## src/rtl/reset_vote_sync_if.sv

```systemverilog
// Signal bundle for the triplicated reset voter: reset requests and error clear
// flow in, and the voted reset, ready and vote-health indications flow out.
interface reset_vote_sync_if #(
  parameter int ERR_W = 8
);
  logic             rstA;
  logic             rstB;
  logic             rstC;
  logic             clrErr;
  logic             rstOut;
  logic             ready;
  logic             voteErr;
  logic [ERR_W-1:0] errCnt;

  modport master (
    output rstA, rstB, rstC, clrErr,
    input  rstOut, ready, voteErr, errCnt
  );

  modport slave (
    input  rstA, rstB, rstC, clrErr,
    output rstOut, ready, voteErr, errCnt
  );
endinterface

```

## src/rtl/reset_vote_sync.sv

```systemverilog
// Synchronizes three redundant reset requests, majority-votes them and emits a
// stretched reset plus a ready flag; disagreements are flagged and counted.
module reset_vote_sync #(
  parameter int SYNC_STAGES = 2,
  parameter int STRETCH     = 16,
  parameter int ERR_W       = 8
) (
  input logic              clk,
  input logic              rstn,
  reset_vote_sync_if.slave bus
);

  typedef enum logic [1:0] {ST_ASSERT, ST_STRETCH, ST_RUN} state_t;

  localparam logic [7:0] LAST = 8'(STRETCH - 1);

  logic [2:0]                  req;
  logic [2:0][SYNC_STAGES-1:0] sync_q;
  logic                        s_a, s_b, s_c;
  logic                        vote, mismatch;

  state_t           state, state_d;
  logic [7:0]       cnt, cnt_d;
  logic             rst_out_q, ready_q, vote_err_q;
  logic [ERR_W-1:0] err_cnt;

  assign req = {bus.rstC, bus.rstB, bus.rstA};

  // Flops preset to 1 so the block powers up with reset requested on all copies.
  always_ff @(posedge clk or negedge rstn) begin
    if (!rstn) begin
      sync_q <= '1;
    end else begin
      for (int i = 0; i < 3; i++)
        sync_q[i] <= {sync_q[i][SYNC_STAGES-2:0], req[i]};
    end
  end

  assign s_a      = sync_q[0][SYNC_STAGES-1];
  assign s_b      = sync_q[1][SYNC_STAGES-1];
  assign s_c      = sync_q[2][SYNC_STAGES-1];
  assign vote     = (s_a & s_b) | (s_a & s_c) | (s_b & s_c);
  assign mismatch = !((s_a == s_b) && (s_b == s_c));

  always_ff @(posedge clk or negedge rstn) begin
    if (!rstn) begin
      state <= ST_ASSERT;
      cnt   <= '0;
    end else begin
      state <= state_d;
      cnt   <= cnt_d;
    end
  end

  always_comb begin
    state_d = state;
    cnt_d   = cnt;
    case (state)
      ST_ASSERT: begin
        if (!vote) begin
          state_d = ST_STRETCH;
          cnt_d   = '0;
        end
      end
      ST_STRETCH: begin
        if (vote) begin
          state_d = ST_ASSERT;
          cnt_d   = '0;
        end else if (cnt == LAST) begin
          state_d = ST_RUN;
          cnt_d   = '0;
        end else begin
          cnt_d = cnt + 8'd1;
        end
      end
      ST_RUN: begin
        if (vote) state_d = ST_ASSERT;
      end
      default: begin
        state_d = ST_ASSERT;
        cnt_d   = '0;
      end
    endcase
  end

  // Outputs decode the next state so they switch on the same edge as the FSM.
  always_ff @(posedge clk or negedge rstn) begin
    if (!rstn) begin
      rst_out_q  <= 1'b1;
      ready_q    <= 1'b0;
      vote_err_q <= 1'b0;
      err_cnt    <= '0;
    end else begin
      rst_out_q  <= (state_d != ST_RUN);
      ready_q    <= (state_d == ST_RUN);
      vote_err_q <= mismatch;
      if (bus.clrErr)
        err_cnt <= '0;
      else if (mismatch && (err_cnt != '1))
        err_cnt <= err_cnt + 1'b1;
    end
  end

  assign bus.rstOut  = rst_out_q;
  assign bus.ready   = ready_q;
  assign bus.voteErr = vote_err_q;
  assign bus.errCnt  = err_cnt;

endmodule

```

## src/flat_wrapper.sv

```systemverilog
// flat-port wrapper written by rule: the top's interface ports become plain ports
module reset_vote_sync_flat 
#(
  parameter int SYNC_STAGES = 2,
  parameter int STRETCH     = 16,
  parameter int ERR_W       = 8
)
  (clk, rstn, bus_rstA, bus_rstB, bus_rstC, bus_clrErr, bus_rstOut, bus_ready, bus_voteErr, bus_errCnt);
  reset_vote_sync_if #(.ERR_W(ERR_W)) bus_i ();
  input logic clk;
  input logic rstn;
  input wire logic [$bits(bus_i.rstA)-1:0] bus_rstA;
  input wire logic [$bits(bus_i.rstB)-1:0] bus_rstB;
  input wire logic [$bits(bus_i.rstC)-1:0] bus_rstC;
  input wire logic [$bits(bus_i.clrErr)-1:0] bus_clrErr;
  output wire logic [$bits(bus_i.rstOut)-1:0] bus_rstOut;
  output wire logic [$bits(bus_i.ready)-1:0] bus_ready;
  output wire logic [$bits(bus_i.voteErr)-1:0] bus_voteErr;
  output wire logic [$bits(bus_i.errCnt)-1:0] bus_errCnt;
  assign bus_i.rstA = bus_rstA;
  assign bus_i.rstB = bus_rstB;
  assign bus_i.rstC = bus_rstC;
  assign bus_i.clrErr = bus_clrErr;
  assign bus_rstOut = bus_i.rstOut;
  assign bus_ready = bus_i.ready;
  assign bus_voteErr = bus_i.voteErr;
  assign bus_errCnt = bus_i.errCnt;
  reset_vote_sync #(.SYNC_STAGES(SYNC_STAGES), .STRETCH(STRETCH), .ERR_W(ERR_W)) u_core (.clk(clk), .rstn(rstn), .bus(bus_i));
endmodule
```

## config.mk

```make
export PLATFORM = sky130hd
export DESIGN_NAME = reset_vote_sync_flat
export DESIGN_NICKNAME = d
export VERILOG_FILES = /design/src/rtl/reset_vote_sync_if.sv /design/src/rtl/reset_vote_sync.sv /design/src/flat_wrapper.sv
export SDC_FILE = /design/constraint.sdc
export NUM_CORES = 1
export LEC_CHECK = 0
export CAP_MARGIN = 20
export CELL_PAD_IN_SITES_DETAIL_PLACEMENT = 0
export CELL_PAD_IN_SITES_GLOBAL_PLACEMENT = 1
export CORE_MARGIN = 4
export CORE_UTILIZATION = 30
export DETAILED_ROUTE_END_ITERATION = 6
export HOLD_SLACK_MARGIN = 0.02
export PLACE_DENSITY_LB_ADDON = 0.08
export SETUP_SLACK_MARGIN = 0.4
export SYNTH_ARGS = -nofsm -noshare
export SYNTH_HDL_FRONTEND = slang
export SYNTH_SLANG_ARGS = --single-unit
export TNS_END_PERCENT = 1
```

## constraint.sdc

```tcl
create_clock -name clk -period 2 [get_ports clk]
set_input_delay 0.2 -clock clk [delete_from_list [all_inputs] [get_ports clk]]
set_output_delay 0.2 -clock clk [all_outputs]
set_load 0.005 [all_outputs]
```

==> qor.csv <==
stage,metric,value,unit
timing,slew of the pin with the lowest slew margin,0.418,ns
synth,ys async rst share,1.00,
timing,Final period util,0.853,
timing,Clock Skew,0.00376,ns
synth,number of synthesized register bits,27,
synth,Synth area leaders,"dfrtp_1, dfstp_2, ha_1, a31oi_1, nand2_1",
run_status,status,finished clean,
placement,IO Port Bufs,16,
critical_path,Worst R2R End,u_core.cnt[5]$_DFFE_PN0P_,
routing,vias,949,
critical_path,R2R depth,7,
routing,DRC errors left,0,
global_route,first-pass GRT wire length,4110,um
timing,f_max,586,MHz
floorplanning,row cnt,23,
clock_tree,Worst-path clk slew,0.10,ns
global_route,initial antenna violation count,0,
routing,count of TritonRoute iterations in the first routing pass,4,
routing,Routed wire per std cell,13.4,um
pwr,internal power,0.000794,W
global_route,GR Util All Layers,0.0987,
synth,post-synthesis sequential area ratio,0.551,
clock_tree,Clock Path Buffers,2,
flow_run,Max-Cap Viols,0,
critical_path,"reg-to-reg slack, setup",0.29,ns
floorplanning,I/O Pins,17,
pwr,Clock Power Share,0.297,
synth,syn avg cell area,11.0,sq um
synth,"EDFF count, synth",0,
placement,routability cong.,0.740,
routing,Vias/cell,4.99,
pwr,Leakage,0.657,nW
critical_path,worst r2r src,u_core.s_b$_DFF_PN1_,
final_layout,FF/Latch Area,684,sq um
floorplanning,die area,5240,sq um
clock_tree,Sink Count,27,
global_route,vias in the first global route,893,
synth,synth unique cells,38,
final_layout,fin area,1630,sq um
pwr,Power Density,652,nW/um^2
pwr,sequential share of power,0.565,
pwr,switching share of power,0.251,
clock_tree,TritonCTS Buffers,3,
timing,post-route minimum period,1.71,ns
pwr,peak supply drop,0.266,mV
final_layout,area added between synthesis and finish,30.8,%
synth,Syn Inst Count,113,
critical_path,Setup CP Type,reg2reg,
clock_tree,CTS root buffer,clkbuf_8,
synth,Synth top area share,0.403,
final_layout,layout cells sized above 1,0.207,
global_route,largest net degree at the start of global routing,28,
pwr,Combinational Power Share,0.138,
timing,Setup Viol. Count Final,0,
floorplanning,Initial Utilization,0.311,
critical_path,CP Max Fanout,3,
final_layout,Final #Nets,151,
timing,Post-Route Setup TNS,0,ns
critical_path,CP required,2.20,ns
clock_tree,later-pin clock latency in the skew report,0.27,ns
clock_tree,CTS tree,done,
floorplanning,Die X,72.4,um
routing,total wire length,2550,um
synth,Syn Nets,123,
timing,RSZ-0062 raised after global routing,true,
placement,placed cell areas,1480,sq um
synth,Syn Std Cell Area,1240,sq um
critical_path,worst endpoint data arrival time,1.91,ns
routing,antenna violation net count after detailed routing,0,
final_layout,Antenna Cells,0,
final_layout,Multi-input gate area,572,sq um
worst_hold_path,Hold Crit Class,in2async,
placement,post-detail-place hpwl,1720,um
floorplanning,Core ar.,4000,sq um
critical_path,crit path launch type,flip-flop,
floorplanning,die height,72.4,um
timing,Slew Limit Fails,0,
timing,slew margin rel.,0.714,
critical_path,critical path capture point type,flip-flop,
routing,First DRT Iteration DRCs,42,
pwr,switching power,0.000266,W
synth,Most used DFF post-synth,dfrtp_1,
global_route,global route overflow,0,
clock_tree,H-tree Lvls,1,
synth,cell accounting for the most synthesized area,dfrtp_1,
clock_tree,"Hold-fix buffers, CTS",0,
synth,Ys Warns,0,
final_layout,Fillers,397,
timing,Fin. Hold Viols,0,
==> cells by family (layout without fill, tap and decap cells) <==
group                    Yosys count  after routing  synth area share
adder cells (fa/ha/maj)            4              4            0.0403
buffers and inverters              7             34            0.0262
flip-flops                        27             27             0.551
AO/OA/AOI/OAI                     29             29             0.167
multiplexers                       2              2            0.0171
AND/OR/NAND/NOR                   40             40             0.170
XOR/XNOR                           4              4            0.0282
==> worst max-delay path, stage by stage (launching register included) <==
cell,delay [ns]
dfstp_2,0.41
ha_4,0.17
a2111o_1,0.40
a211oi_4,0.23
buf_6,0.15
buf_4,0.11
a21oi_1,0.06
o21ai_1,0.12
==> sequential cells by signal (all words and copies together), names as in the netlist <==
name,cells
u_core.bus.voteErr,1
u_core.bus.rstOut,1
u_core.cnt,8
u_core.state,2
u_core.bus.ready,1
u_core.bus.errCnt,8
u_core.sync_q,3
u_core.s_b,1
u_core.s_c,1
u_core.s_a,1
==> power by group through the flow <==
stage	sequential (W)	clock [W]	combinational [W]
after floorplan	0.000602	0	0.0000695
after global placement	0.000608	0	0.000127
after detailed placement	0.000608	0	0.000127
after CTS	0.000599	0.000338	0.000138
after global routing	0.000604	0.000352	0.000165
final	0.000599	0.000315	0.000147
==> synthesized netlist by cell type, drive strengths merged, types with 2 or more instances <==
library cell,instances
a2111oi,3
a21oi,4
a31oi,7
a41oi,2
and3,5
dfrtp,20
dfstp,7
ha,4
inv,4
nand2,9
nand3,6
nor2,7
nor2b,2
nor3,4
o21ai,7
xnor2,2
xor2,2
==> layout by cell type (no fill, tap or decap), drive strengths merged, types with 2 or more instances in the layout <==
master,n
ha,4
dfrtp,20
clkbuf,3
inv,4
xor2,2
buf,10
xnor2,2
dfstp,7
a41oi,2
nand2,9
nor2,7
a31oi,7
nand3,6
and3,5
nor2b,2
nor3,4
clkdlybuf4s50,16
a21oi,4
a2111oi,3
o21ai,7
==> metrics by stage <==
stage | hold WS, ns | utilization | setup slack (ns) | instances | total power [W]
2_1_floorplan | -0.0956 | - | 0.343 | 113 | 0.000672
3_5_place_dp | 0.349 | 0.369 | 0.190 | 178 | 0.000735
4_1_cts | 0.299 | 0.391 | 0.279 | 185 | 0.00108
6_report | 0.293 | 0.406 | 0.295 | 190 | 0.00106
5_1_grt | 0.301 | 0.406 | 0.191 | 190 | 0.00112
3_3_place_gp | 0.348 | 0.369 | 0.220 | 178 | 0.000735
==> metal layers <==
layer,vias up,global-route usage,share of wire
met5,-,0,0
met4,0,0.0376,0.0078
met3,2,0.0277,0.035
met2,12,0.153,0.50
met1,459,0.131,0.46
li1,476,-,-
==> how the worst max path moves through the flow <==
stage,from,endpoint,slack [ns],depth (start not counted)
5_1_grt,u_core.s_b$_DFF_PN1_,u_core.cnt[4]$_DFFE_PN0P_,0.19,7
3_3_place_gp,u_core.s_c$_DFF_PN1_,u_core.cnt[7]$_DFFE_PN0P_,0.22,5
3_5_place_dp,u_core.s_c$_DFF_PN1_,u_core.cnt[7]$_DFFE_PN0P_,0.19,5
2_1_floorplan,u_core.cnt[0]$_DFFE_PN0P_,u_core.cnt[7]$_DFFE_PN0P_,0.34,6
6_report,u_core.s_b$_DFF_PN1_,u_core.cnt[5]$_DFFE_PN0P_,0.29,7
4_1_cts,u_core.cnt[6]$_DFFE_PN0P_,u_core.bus.ready$_DFF_PN0_,0.28,3
==> layout make-up <==
class                           instances  share of cell area
Clock buffer                            3              0.0254
Clock inverter                          1             0.00462
Inverter                                4             0.00924
Multi-Input combinational cell         79               0.352
Sequential cell                        27               0.421
Tap cell                               50              0.0385
Timing Repair Buffer                   26               0.149
==> what timing repair did <==
action	4_1_cts	5_1_grt
buffers inserted	3	5
pin swaps	2	4
cloned	0	0
gates resized for setup	4	4
endpoints found under the setup margin	11	15
endpoints found under the hold margin	0	0
No activity file was read; power rests on OpenSTA's default activity.
